### config.mk
export PLATFORM = sky130hd
export DESIGN_NAME = vaddsub_seq_flat
export DESIGN_NICKNAME = d
export VERILOG_FILES = /design/src/rtl/vector_pkg.sv /design/src/rtl/vaddsub_seq_if.sv /design/src/rtl/vaddsub_seq.sv /design/src/flat_wrapper.sv
export SDC_FILE = /design/constraint.sdc
export NUM_CORES = 1
export LEC_CHECK = 0
export ABC_AREA = 1
export BUFFER_PORTS_ARGS = -buffer_cell sky130_fd_sc_hd__buf_2
export CAP_MARGIN = 40
export CORE_MARGIN = 2
export CORE_UTILIZATION = 53
export CTS_BUF_LIST = sky130_fd_sc_hd__clkbuf_16
export DETAILED_ROUTE_END_ITERATION = 8
export HOLD_SLACK_MARGIN = 0.15
export PLACE_DENSITY = 0.8
export SLEW_MARGIN = 20
export SYNTH_ARGS = -nofsm -noshare
export SYNTH_HDL_FRONTEND = slang
export SYNTH_SLANG_ARGS = --single-unit
export TNS_END_PERCENT = 20
### constraint.sdc
create_clock -name CLK -period 2.5 [get_ports CLK]
set_clock_uncertainty 0.15 [all_clocks]
set_input_delay 0.125 -clock CLK [delete_from_list [all_inputs] [get_ports CLK]]
set_output_delay 0.125 -clock CLK [all_outputs]
set_load 0.02 [all_outputs]
### src/rtl/vector_pkg.sv
// vector_pkg: types and constants shared by the vector arithmetic blocks.
//   fp16_t              - one IEEE-754 half-precision element
//   vaddsub_seq_state_t - sequencer FSM states
//   VADDSUB_LAT         - result latency of the FP16 add/sub unit, in cycles
`timescale 1ns/1ps
package vector_pkg;
    typedef logic [15:0] fp16_t;

    typedef enum logic [1:0] {
        IDLE  = 2'd0,
        ISSUE = 2'd1,
        DRAIN = 2'd2,
        RESP  = 2'd3
    } vaddsub_seq_state_t;

    localparam int VADDSUB_LAT = 2;
endpackage

### src/rtl/vaddsub_seq_if.sv
// vaddsub_seq_if: request/response bundle of the vector add/sub sequencer.
//   req_valid/req_ready  - request handshake, req_sub/req_a/req_b payload
//   resp_valid/resp_ready - response handshake, resp_out/resp_ovf_mask payload
//   Vectors are packed FP16, element i at [16i+:16].
//   master: the requester/consumer side; slave: the sequencer.
`timescale 1ns/1ps
interface vaddsub_seq_if #(
    parameter int NUM_ELEM = 8
);
    import vector_pkg::*;

    logic                    req_valid;
    logic                    req_ready;
    logic                    req_sub;
    logic [16*NUM_ELEM-1:0]  req_a;
    logic [16*NUM_ELEM-1:0]  req_b;
    logic                    resp_valid;
    logic                    resp_ready;
    logic [16*NUM_ELEM-1:0]  resp_out;
    logic [NUM_ELEM-1:0]     resp_ovf_mask;

    modport master (
        output req_valid, req_sub, req_a, req_b, resp_ready,
        input  req_ready, resp_valid, resp_out, resp_ovf_mask
    );

    modport slave (
        input  req_valid, req_sub, req_a, req_b, resp_ready,
        output req_ready, resp_valid, resp_out, resp_ovf_mask
    );
endinterface

### src/rtl/vaddsub_seq.sv
// vaddsub_seq: serialises a NUM_ELEM-wide FP16 vector add/sub onto a single
// pipelined scalar FP16 add/sub unit and reassembles the results.
//   CLK, nRST        - clock (rising edge), asynchronous active-low reset
//   bus (slave)      - vector request/response handshake
//   au_enable, au_port_a, au_port_b, au_sub - operands to the scalar unit
//   au_out, au_overflow                     - scalar unit result, AU_LAT later
// One element is issued per cycle; an AU_LAT-deep {valid, idx} tag pipe that
// mirrors the unit's latency says which result slot each returning value owns.
`timescale 1ns/1ps
module vaddsub_seq
    import vector_pkg::*;
#(
    parameter int NUM_ELEM = 8,
    parameter int AU_LAT   = VADDSUB_LAT
) (
    input  logic              CLK,
    input  logic              nRST,
    vaddsub_seq_if.slave      bus,
    output logic              au_enable,
    output fp16_t             au_port_a,
    output fp16_t             au_port_b,
    output logic              au_sub,
    input  fp16_t             au_out,
    input  logic              au_overflow
);
    // One extra bit so a count of NUM_ELEM is representable, even at 32.
    localparam int IDXW = $clog2(NUM_ELEM) + 1;
    localparam int VW   = 16 * NUM_ELEM;

    vaddsub_seq_state_t state_reg, state_next;

    // Operands are latched into shift registers; element issue_idx is always
    // sitting in the low 16 bits while issuing.
    logic [VW-1:0]       a_sh_reg, b_sh_reg;
    logic                sub_reg;
    logic [IDXW-1:0]     issue_idx_reg;
    logic [IDXW-1:0]     cap_cnt_reg;
    logic [IDXW-1:0]     cap_cnt_next;

    logic                tag_valid_reg [AU_LAT];
    logic [IDXW-1:0]     tag_idx_reg   [AU_LAT];

    logic [VW-1:0]       result_reg, result_next;
    logic [NUM_ELEM-1:0] ovf_reg, ovf_next;

    logic                accept;
    logic                issuing;
    logic                capture;
    logic [IDXW-1:0]     tail_idx;

    assign accept       = (state_reg == IDLE) && bus.req_valid;
    assign issuing      = (state_reg == ISSUE);
    // Capture is driven purely by the tag pipe: a legitimate zero result
    // must still be written.
    assign capture      = tag_valid_reg[AU_LAT-1];
    assign tail_idx     = tag_idx_reg[AU_LAT-1];
    assign cap_cnt_next = cap_cnt_reg + IDXW'(capture);

    assign bus.req_ready     = (state_reg == IDLE);
    assign bus.resp_valid    = (state_reg == RESP);
    assign bus.resp_out      = result_reg;
    assign bus.resp_ovf_mask = ovf_reg;

    assign au_enable = issuing;
    assign au_port_a = issuing ? a_sh_reg[15:0] : '0;
    assign au_port_b = issuing ? b_sh_reg[15:0] : '0;
    assign au_sub    = issuing ? sub_reg : 1'b0;

    always_comb begin
        state_next = state_reg;
        unique case (state_reg)
            IDLE:  if (bus.req_valid) state_next = ISSUE;
            ISSUE: if (issue_idx_reg == IDXW'(NUM_ELEM - 1)) state_next = DRAIN;
            // Move on together with the final capture so resp_valid rises
            // the cycle the last result is visible in result_reg.
            DRAIN: if (cap_cnt_next == IDXW'(NUM_ELEM)) state_next = RESP;
            RESP:  if (bus.resp_ready) state_next = IDLE;
            default: state_next = IDLE;
        endcase
    end

    always_ff @(posedge CLK or negedge nRST) begin
        if (!nRST) begin
            state_reg     <= IDLE;
            a_sh_reg      <= '0;
            b_sh_reg      <= '0;
            sub_reg       <= 1'b0;
            issue_idx_reg <= '0;
            cap_cnt_reg   <= '0;
        end else begin
            state_reg <= state_next;
            if (accept) begin
                a_sh_reg      <= bus.req_a;
                b_sh_reg      <= bus.req_b;
                sub_reg       <= bus.req_sub;
                issue_idx_reg <= '0;
                cap_cnt_reg   <= '0;
            end else begin
                if (issuing) begin
                    a_sh_reg      <= a_sh_reg >> 16;
                    b_sh_reg      <= b_sh_reg >> 16;
                    issue_idx_reg <= issue_idx_reg + 1'b1;
                end
                if (capture) begin
                    cap_cnt_reg <= cap_cnt_next;
                end
            end
        end
    end

    // In-flight tag pipe, same depth as the unit's latency.
    always_ff @(posedge CLK or negedge nRST) begin
        if (!nRST) begin
            for (int i = 0; i < AU_LAT; i++) begin
                tag_valid_reg[i] <= 1'b0;
                tag_idx_reg[i]   <= '0;
            end
        end else begin
            tag_valid_reg[0] <= issuing;
            tag_idx_reg[0]   <= issue_idx_reg;
            for (int i = AU_LAT - 1; i > 0; i--) begin
                tag_valid_reg[i] <= tag_valid_reg[i-1];
                tag_idx_reg[i]   <= tag_idx_reg[i-1];
            end
        end
    end

    // Per-element write decode for the result and overflow slots.
    genvar gi;
    generate
        for (gi = 0; gi < NUM_ELEM; gi++) begin : g_slot
            logic hit;
            assign hit = capture && (tail_idx == IDXW'(gi));
            assign result_next[16*gi +: 16] = hit ? au_out : result_reg[16*gi +: 16];
            assign ovf_next[gi]             = hit ? au_overflow : ovf_reg[gi];
        end
    endgenerate

    always_ff @(posedge CLK or negedge nRST) begin
        if (!nRST) begin
            result_reg <= '0;
            ovf_reg    <= '0;
        end else if (accept) begin
            result_reg <= '0;
            ovf_reg    <= '0;
        end else begin
            result_reg <= result_next;
            ovf_reg    <= ovf_next;
        end
    end
endmodule

### src/flat_wrapper.sv
// flat-port wrapper written by rule: the top's interface ports become plain ports
module vaddsub_seq_flat import vector_pkg::*;
#(
    parameter int NUM_ELEM = 8,
    parameter int AU_LAT   = VADDSUB_LAT
)
  (CLK, nRST, au_enable, au_port_a, au_port_b, au_sub, au_out, au_overflow, bus_req_valid, bus_req_sub, bus_req_a, bus_req_b, bus_resp_ready, bus_req_ready, bus_resp_valid, bus_resp_out, bus_resp_ovf_mask);
  vaddsub_seq_if #(.NUM_ELEM(NUM_ELEM)) bus_i ();
  input  logic CLK;
  input  logic nRST;
  output logic au_enable;
  output fp16_t au_port_a;
  output fp16_t au_port_b;
  output logic au_sub;
  input  fp16_t au_out;
  input  logic au_overflow;
  input wire logic [$bits(bus_i.req_valid)-1:0] bus_req_valid;
  input wire logic [$bits(bus_i.req_sub)-1:0] bus_req_sub;
  input wire logic [$bits(bus_i.req_a)-1:0] bus_req_a;
  input wire logic [$bits(bus_i.req_b)-1:0] bus_req_b;
  input wire logic [$bits(bus_i.resp_ready)-1:0] bus_resp_ready;
  output wire logic [$bits(bus_i.req_ready)-1:0] bus_req_ready;
  output wire logic [$bits(bus_i.resp_valid)-1:0] bus_resp_valid;
  output wire logic [$bits(bus_i.resp_out)-1:0] bus_resp_out;
  output wire logic [$bits(bus_i.resp_ovf_mask)-1:0] bus_resp_ovf_mask;
  assign bus_i.req_valid = bus_req_valid;
  assign bus_i.req_sub = bus_req_sub;
  assign bus_i.req_a = bus_req_a;
  assign bus_i.req_b = bus_req_b;
  assign bus_i.resp_ready = bus_resp_ready;
  assign bus_req_ready = bus_i.req_ready;
  assign bus_resp_valid = bus_i.resp_valid;
  assign bus_resp_out = bus_i.resp_out;
  assign bus_resp_ovf_mask = bus_i.resp_ovf_mask;
  vaddsub_seq #(.NUM_ELEM(NUM_ELEM), .AU_LAT(AU_LAT)) u_core (.CLK(CLK), .nRST(nRST), .bus(bus_i), .au_enable(au_enable), .au_port_a(au_port_a), .au_port_b(au_port_b), .au_sub(au_sub), .au_out(au_out), .au_overflow(au_overflow));
endmodule
; Word level (Yosys, flattened, before mapping)
; Cells that the tools add are included.
[classes]
n_addsub = 2
eq_ne = 16
muxes = 34
reduce_logical = 22
[op_table]
columns = operator, n
row1 = $mux W128, 5
row2 = $mux W16, 10
row3 = $eq A4 B3 Y1 const B, 5
row4 = $reduce_bool A2 Y1, 10
row5 = $mux W4, 4
row6 = $logic_and A1 B1 Y1, 9
row7 = $mux W1, 9
row8 = $eq A4 B2 Y1 const B, 2
row9 = $mux W2, 4
row10 = $mux W8, 1
row11 = $pmux W2 S4, 1
row12 = $ne A2 B2 Y1 const B, 3
row13 = $add A4 B1 Y4, 1
row14 = $add A4 B1 Y4 const B, 1
row15 = $eq A2 B2 Y1 const B, 2
row16 = $eq A4 B1 Y1 const B, 1
row17 = $eq A4 B4 Y1 const B, 1
row18 = $logic_not A4 Y1, 1
row19 = $reduce_and A4 Y1, 1
row20 = $eq A2 B1 Y1 const B, 1
row21 = $logic_not A2 Y1, 1
row22 = $ne A2 B1 Y1 const B, 1
[word_totals]
register_bits = 413
input_bits = 278
output_inout_bits = 172
elab_cells = 100

; Logic depth before layout (Yosys ltp)
; Gate-level depths: netlist of the first run.
[depth]
ltp_word = 4
depth_mapped = 11
mapped_depth_nobuf = 11

; Worst setup path before layout of the first run
; Ideal clock, no wire load.
[synth_timing]
kind = flip-flop to flip-flop
start = register u_core.state_reg[0]
end = register u_core.a_sh_reg[48]
setup_time_ns = 0.130
arrival_time_ns = 1.729
required_time_ns = 2.220
path_slack_ns = 0.491
path_stages_with_launch = 9
path_buffers = 3
synth_period_minus_slack_ns = 2.009
cell_sequence = dfrtp_1 inv_1 ha_1 nand2_1 buf_4 nand2_2 buf_2 clkbuf_1 o21ai_0
[synth_via]
elab_chain_cells = 3
word_cells_on_any_way = 5
cone_classes = eq/ne: 1 / mux: 1 / reduce/logical: 3
[synth_lines]
columns = element, line
row1 = start: declaration, vaddsub_seq.sv:30  ; vaddsub_seq_state_t state_reg, state_next;
row2 = start signal: assignment, vaddsub_seq.sv:91  ; state_reg <= state_next;
row3 = $logic_not A2 Y1 *, n/a
row4 = net bus_req_ready, flat_wrapper.sv:22  ; output wire logic [$bits(bus_i.req_ready)-1:0] bus_req_ready;
row5 = $logic_and A1 B1 Y1 *, vaddsub_seq.sv:51  ; assign accept = (state_reg == IDLE) && bus.req_valid;
row6 = $mux W128 / $reduce_bool A2 Y1 (equally long branches), n/a
row7 = end signal: assignment, vaddsub_seq.sv:93  ; a_sh_reg <= bus.req_a;
row8 = end signal: assignment, vaddsub_seq.sv:100  ; a_sh_reg <= a_sh_reg >> 16;
row9 = end: declaration, vaddsub_seq.sv:34  ; logic [VW-1:0] a_sh_reg, b_sh_reg;
; Mark *: on every way through the listed nets, which the timed path passes. The rest lies on a longest branch.
; A chain may end at the register's enable or synchronous reset.

; Worst setup path in the final report of the first run
[layout_timing]
start = register u_core.state_reg[1]
end = output port au_port_b[13]
[layout_via]
elab_chain_cells = 2
[layout_lines]
columns = element, line
row1 = $eq A2 B1 Y1, vaddsub_seq.sv:52  ; assign issuing = (state_reg == ISSUE);
row2 = $mux W16, vaddsub_seq.sv:66  ; assign au_port_b = issuing ? b_sh_reg[15:0] : '0;
row3 = end: declaration, flat_wrapper.sv:13  ; output fp16_t au_port_b;
; No other way between the ends.

==> impl_results.md, run 1 <==
* Total design power at 31.9 mW
* Number of violations of the max-capacitance limit at 0
* Cells after Synth at 2101
* TritonCTS buffer count at 43
* Unrepaired setup endpoints after global routing: true
* Post-route setup slack at 3.03 ps
* Root buffer cell: sky130_fd_sc_hd__clkbuf_16
* Yosys Warn Count at 0
* First-pass iteration count of the detailed router at 6
* Final non-filler cell total at 3301
* Part of the total power dissipated in combinational logic at 44.1%
* Area contributors post-synth: sky130_fd_sc_hd__dfrtp_1 58%, sky130_fd_sc_hd__nand2_1 9.6%, sky130_fd_sc_hd__o21ai_0 9.4%
* CTS tree: yes
* Full die area at 0.0352 mm²
* Core utilization of the finished layout at 75.3%
* Number of antenna violations at the first check in global routing at 12
* Final routed DRC violation total at 0
* Sw Ratio at 43.9%
* Leakage at 12.8 nW
* Power per Cell Area at 1270 mW/mm²
* Leading cell types by count after synthesis: 456 x sky130_fd_sc_hd__nand2_1, 413 x sky130_fd_sc_hd__dfrtp_1, 335 x sky130_fd_sc_hd__o21ai_0
* Placed Area at 0.0206 mm²
* Post-synth top area share at 57.9%
* Number of DRC violations after detailed-routing iteration 0 at 1963
* Largest net degree at the start of global routing at 137
* Std cell rows at 67
* Antenna-violating nets left at 0
* Deepest level of the CTS H-tree at 2
* Final hold slack at 196 ps
* Max Slew Vio Count at 0
* Largest driver fanout on the critical path at 136
* First-pass GRT wire length at 104000 µm
* Leading register cell type out of synthesis: sky130_fd_sc_hd__dfrtp_1
* Number of vias per cell after detailed routing at 5.76
* Dpl ws at 241 ps
* Vias post-DR at 19000
* Number of failing setup endpoints in the final timing report at 0
* Share of layout cells above drive strength 1 at 20.5%
* Endpoint class of the critical path: output port
* Area leader, netlist: sky130_fd_sc_hd__dfrtp_1
* Setup total negative slack at 0 ps
* Worst slew margin relative to its limit at 46.3%
* Synthesized net count at 2387
* Post-synthesis instance area at 0.0178 mm²
* Cell with the most instances after synthesis: sky130_fd_sc_hd__nand2_1
* Post-layout nets at 3096
* Die X at 187 µm
* Critical path data required time at 2230 ps
* Aggregate global routing overflow at 0
* Arrival time of data at the critical path endpoint at 2220 ps
* Number of buffers added for setup after CTS at 0
* Sw power at 14.0 mW
* Clock slew at reported path FFs at 60 ps
* Initial Utilization at 53.5%
* Peak Freq at 400 MHz
* Clock Power Share at 18.7%
* CTS Buffer Depth at 3
* Placer's final routability congestion estimate at 0.910
* Number of placed cells counting well taps at 2904
* Number of flops mapped to enable cells by yosys at 0
* Overall routed net length at 67100 µm
* Period Utilization, post-route at 99.9%
* Number of sinks on the clock net at 413
* Global routing usage summed across all routing layers at 37.6%
* Number of distinct library cell variants in the gate-level netlist after synthesis at 28
* Slew at the pin closest to its max-slew limit at 803 ps
* Area Overhead vs Synth at 40.8%
* Register area share after synthesis at 57.9%
* IO buf count at 449
* Flop pwr share at 37.2%
* Post-DR wirelength/cell at 20.3 µm
* Path type of the worst min-delay path: primary input to register
* IR drop worst, VDD at 0.873 mV
* Clk Latency, worst-skew pair at 560 ps
* Core outline area at 0.0334 mm²
* Final count of hold timing violations at 0
* Number of inserted filler cells in the final layout at 2158
* CP startpoint kind: register
* FFs w/ async S/R, synth at 100%
* Via count of the first global-routing pass at 19400
* Chip Height at 187 µm
* Number of storage elements in the synthesis netlist at 413
* Post-layout min period at 2500 ps
* Worst setup path class: register to output port
* I/O pin count at 450
* Int Pwr at 17.9 mW
* Status: completed
* Average instance area after synthesis at 8.49 µm²
* HPWL after detailed placement at 37100 µm
* Final instance area at 0.0251 mm²
-- what timing repair did --
item,4_1_cts,5_1_grt
hold buffers,308,0
endpoints found under the hold margin,810,0
setup endpoints to repair,0,41
gates resized for setup,0,19
-- cells by family after synthesis --
kind of cell | Yosys count | share of synthesized area (%)
AND/OR/NAND/NOR | 739 | 16.9
AO/OA/AOI/OAI | 573 | 16.4
flip-flops | 413 | 57.9
adder cells (fa/ha/maj) | 8 | 0.561
buffers and inverters | 368 | 8.15
-- power groups by stage --
stage          sequential, mW  combinational, mW  clock, mW
5_1_grt                  12.1               15.3       6.27
4_1_cts                  11.6               13.2       5.92
6_report                 11.9               14.1       5.95
3_3_place_gp             11.6               12.1          0
3_5_place_dp             11.7               12.5          0
2_1_floorplan            12.4               7.39          0
-- final timing paths --
path                                       start             endpoint  slack [ps]  cells past startpoint
max                          u_core.state_reg[1]        au_port_b[13]           3                      6
min reg2reg                u_core.tag_idx_reg[7]   u_core.tail_idx[3]         200                      0
min in group asynchronous                   nRST   u_core.a_sh_reg[7]         600                      4
max in group asynchronous                   nRST  u_core.a_sh_reg[96]        1070                      4
max reg2reg                  u_core.state_reg[1]  u_core.a_sh_reg[82]          40                      7
min                                bus_req_a[15]  u_core.a_sh_reg[15]         200                      4
-- cell type report --
class,count,area (µm²),share of cell area (%)
antenna,12,30.0,0.120
clock buffer,43,1080,4.28
clock inverter,33,204,0.812
inverter,230,876,3.49
multi-input combinational,1320,6120,24.4
sequential,413,10300,41.1
tap,448,561,2.23
timing repair buffer,802,5920,23.6
-- worst max-delay path, stage by stage (launching register included) --
cell and delay, ps:
sky130_fd_sc_hd__dfrtp_1 430, sky130_fd_sc_hd__inv_2 120, sky130_fd_sc_hd__ha_4 200, sky130_fd_sc_hd__buf_16 420, sky130_fd_sc_hd__nand2_1 180, sky130_fd_sc_hd__inv_1 100, sky130_fd_sc_hd__buf_2 160
-- routing by layer --
metal / vias to the layer above / track usage (%) / part of all wire (%)
li1: 8218 / - / -
met2: 1427 / 61.1 / 47
met4: 2 / 27.2 / 8.4
met1: 8964 / 45.1 / 35
met5: - / 0 / 0.018
met3: 397 / 7.32 / 9.6
-- cells in the final DEF (no fill, tap or decap), types with 2 or more instances in the layout --
cell type / n
sky130_fd_sc_hd__clkinv_2: 8
sky130_fd_sc_hd__o211ai_1: 13
sky130_fd_sc_hd__nand2_2: 11
sky130_fd_sc_hd__o21ai_0: 335
sky130_fd_sc_hd__buf_4: 29
sky130_fd_sc_hd__nand3_1: 160
sky130_fd_sc_hd__inv_1: 238
sky130_fd_sc_hd__nand2_4: 2
sky130_fd_sc_hd__dfrtp_1: 412
sky130_fd_sc_hd__a21oi_2: 2
sky130_fd_sc_hd__ha_1: 7
sky130_fd_sc_hd__dlygate4sd3_1: 307
sky130_fd_sc_hd__nor2_1: 113
sky130_fd_sc_hd__clkinv_1: 6
sky130_fd_sc_hd__inv_2: 5
sky130_fd_sc_hd__buf_2: 447
sky130_fd_sc_hd__buf_16: 3
sky130_fd_sc_hd__o21ai_4: 3
sky130_fd_sc_hd__clkbuf_16: 44
sky130_fd_sc_hd__nor3_1: 2
sky130_fd_sc_hd__buf_12: 13
sky130_fd_sc_hd__a21oi_1: 194
sky130_fd_sc_hd__inv_6: 2
sky130_fd_sc_hd__nand2_1: 445
sky130_fd_sc_hd__diode_2: 12
sky130_fd_sc_hd__o21ai_1: 25
Note: power is estimated with default switching activity, not from simulation.
==> run 2: changes to the inputs <==
Settings changed: BUFFER_PORTS_ARGS -buffer_cell sky130_fd_sc_hd__buf_2 to -buffer_cell sky130_fd_sc_hd__buf_4, CORE_UTILIZATION 53 to 35, CTS_CLUSTER_SIZE set to 10, PLACE_DENSITY 0.8 to 0.57.
==> impl_results.md, run 2 (synthesis gave the netlist of run 1 again) <==
* Initial Utilization at 35.5% (-18 points)
* Antenna-violating nets left at 0 (unchanged)
* Status: completed
* Dpl ws at 283 ps (+42.5 ps)
* Peak Freq at 423 MHz (+5.7%)
* CTS tree: yes
* Clock slew at reported path FFs at 60 ps (about the same)
* Endpoint class of the critical path: output port
* Overall routed net length at 64400 µm (-3.9%)
* Chip Height at 230 µm (+23%)
* Post-layout min period at 2360 ps (-135 ps)
* R2R cell count at 8 (+1)
* First-pass GRT wire length at 100000 µm (-3.8%)
* I/O pin count at 450 (unchanged)
* Via count of the first global-routing pass at 18100 (-6.9%)
* Startpoint of the tightest hold check path: bus_req_a[0]
* Worst slew margin relative to its limit at 48.4% (+2.2 points)
* Largest driver fanout on the critical path at 96 (-29%)
* IR drop worst, VDD at 0.533 mV (-39%)
* Post-layout nets at 3171 (+2.4%)
* Core outline area at 0.0503 mm² (+51%)
* TritonCTS buffer count at 49 (+14%)
* Share of layout cells above drive strength 1 at 20.2% (-0.33 points)
* Worst setup path class: register to output port
* Core utilization of the finished layout at 54.3% (-21 points)
* CP startpoint kind: register
* Unrepaired setup endpoints after global routing: false
* Top library cells by usage in the layout, fill and taps aside: 485 x sky130_fd_sc_hd__buf_4, 455 x sky130_fd_sc_hd__nand2_1, 412 x sky130_fd_sc_hd__dfrtp_1, 362 x sky130_fd_sc_hd__dlygate4sd3_1, 335 x sky130_fd_sc_hd__o21ai_0
* Arrival time of data at the critical path endpoint at 2090 ps (-130 ps)
* Number of DRC violations after detailed-routing iteration 0 at 1329 (-32%)
* Power per Cell Area at 1190 mW/mm² (-6.4%)
* Clk Latency, worst-skew pair at 580 ps (+20 ps)
* HPWL after detailed placement at 42200 µm (+14%)
* Number of failing setup endpoints in the final timing report at 0 (unchanged)
* Number of violations of the max-capacitance limit at 0 (unchanged)
* Number of antenna violations at the first check in global routing at 10 (-2)
* Full die area at 0.0528 mm² (+50%)
* Commonest non-fill, non-tap cell in the layout: sky130_fd_sc_hd__buf_4
* Post-DR wirelength/cell at 18.0 µm (-11%)
* Number of inserted filler cells in the final layout at 4506 (+110%)
* CP Launch Point: u_core.state_reg[1]
* Global routing usage summed across all routing layers at 24.0% (-14 points)
* Final routed DRC violation total at 0 (unchanged)
* Path type of the worst min-delay path: primary input to register
* Std cell rows at 82 (+22%)
* Placer's final routability congestion estimate at 0.864 (-5.0%)
* First-pass iteration count of the detailed router at 5 (-1)
* R2r endpoint: u_core.a_sh_reg[77]
* CTS Buffer Depth at 3 (unchanged)
* Worst-case register-to-register setup slack at 160 ps (+120 ps)
* Root buffer cell: sky130_fd_sc_hd__clkbuf_16
* Deepest level of the CTS H-tree at 2 (unchanged)
* Aggregate global routing overflow at 0 (unchanged)
* Area Overhead vs Synth at 52.9%
* Final hold slack at 181 ps (-15.0 ps)
* Crit Reg-Reg Startpoint: u_core.state_reg[0]
* Period Utilization, post-route at 94.5% (-5.4 points)
* Setup total negative slack at 0 ps (unchanged)
* Critical path endpoint: au_port_b[5]
* Number of vias per cell after detailed routing at 4.94 (-14%)
* Max Slew Vio Count at 0 (unchanged)
* Number of sinks on the clock net at 413 (unchanged)
* Largest net degree at the start of global routing at 97 (-29%)
* Die X at 230 µm (+23%)
* Critical path data required time at 2230 ps (about the same)
* Vias post-DR at 17700 (-6.9%)
* Final count of hold timing violations at 0 (unchanged)
* IO buf count at 449 (unchanged)
* Slew at the pin closest to its max-slew limit at 771 ps (-32.2 ps)
* Leakage at 13.4 nW (+5.2%)
* Post-route setup slack at 138 ps (+135 ps)
run 2: cell count changes in the layout (fill, tap and decap cells not counted), moves of 2 or more:
cell	previous run	this run
sky130_fd_sc_hd__clkinv_2	8	1
sky130_fd_sc_hd__buf_2	447	0
sky130_fd_sc_hd__nand2_2	11	1
sky130_fd_sc_hd__dlygate4sd3_1	307	362
sky130_fd_sc_hd__buf_4	29	485
sky130_fd_sc_hd__clkbuf_16	44	51
sky130_fd_sc_hd__buf_12	13	17
sky130_fd_sc_hd__nand2_1	445	455
sky130_fd_sc_hd__diode_2	12	8
sky130_fd_sc_hd__inv_1	238	234
sky130_fd_sc_hd__clkinv_1	6	4
run 2: power by group:
group / leakage [nW] / internal (mW) / total [mW] / switching (mW)
logic: 7.63 / 5.55 / 14.4 / 8.89
clock network: 0.701 / 3.55 / 6.30 / 2.75
registers: 5.10 / 9.96 / 11.7 / 1.75
run 2: worst min-delay path by stage:
| stage | endpoint | slack (ps) | depth (start not counted) |
|---|---|---|---|
| 2_1_floorplan | u_core.a_sh_reg[0] | -320 | 0 |
| 3_3_place_gp | u_core.bus.resp_out[21] | 40 | 1 |
| 3_5_place_dp | u_core.a_sh_reg[43] | 40 | 1 |
| 4_1_cts | u_core.b_sh_reg[9] | 150 | 4 |
| 5_1_grt | u_core.a_sh_reg[6] | 170 | 4 |
| 6_report | u_core.a_sh_reg[0] | 180 | 4 |
run 2: stage by stage:
stage	cell area [µm²]	power (mW)	cells
2_1_floorplan	17800	19.8	2101
3_3_place_gp	22200	25.0	3141
3_5_place_dp	22200	25.4	3142
4_1_cts	27200	32.5	3574
5_1_grt	27300	34.8	3582
6_report	27300	32.4	3583
run 2: area by class of cell:
| type | count | area [µm²] | share of cell area, % |
|---|---|---|---|
| timing repair buffer | 871 | 7750 | 28.4 |
| inverter | 230 | 895 | 3.28 |
| clock inverter | 19 | 108 | 0.394 |
| clock buffer | 50 | 1250 | 4.59 |
| multi-input combinational | 1320 | 6080 | 22.3 |
| sequential | 413 | 10300 | 37.9 |
| tap | 672 | 841 | 3.08 |
| antenna | 8 | 20.0 | 0.0734 |
run 2: repair_timing:
| action | CTS | global route |
|---|---|---|
| endpoints found under the setup margin | 0 | 27 |
| hold buffers | 363 | 0 |
| setup buffers | 0 | 1 |
| endpoints found under the hold margin | 811 | 0 |
| gates resized for setup | 0 | 10 |
run 2: critical path, stage by stage, from the launching register on:
cell and delay [ps]:
sky130_fd_sc_hd__dfrtp_1 410, sky130_fd_sc_hd__inv_2 110, sky130_fd_sc_hd__ha_4 220, sky130_fd_sc_hd__buf_16 350
sky130_fd_sc_hd__nand2_1 90, sky130_fd_sc_hd__inv_1 130, sky130_fd_sc_hd__buf_4 160
run 2: routing by layer:
metal | GRT usage [%] | wire length (µm) | vias to the layer above
li1 | - | - | 8357
met1 | 30.4 | 26600 | 8552
met2 | 40.3 | 31300 | 626
met3 | 4.64 | 3840 | 148
met4 | 9.82 | 2680 | 4
met5 | 0 | 31 | -
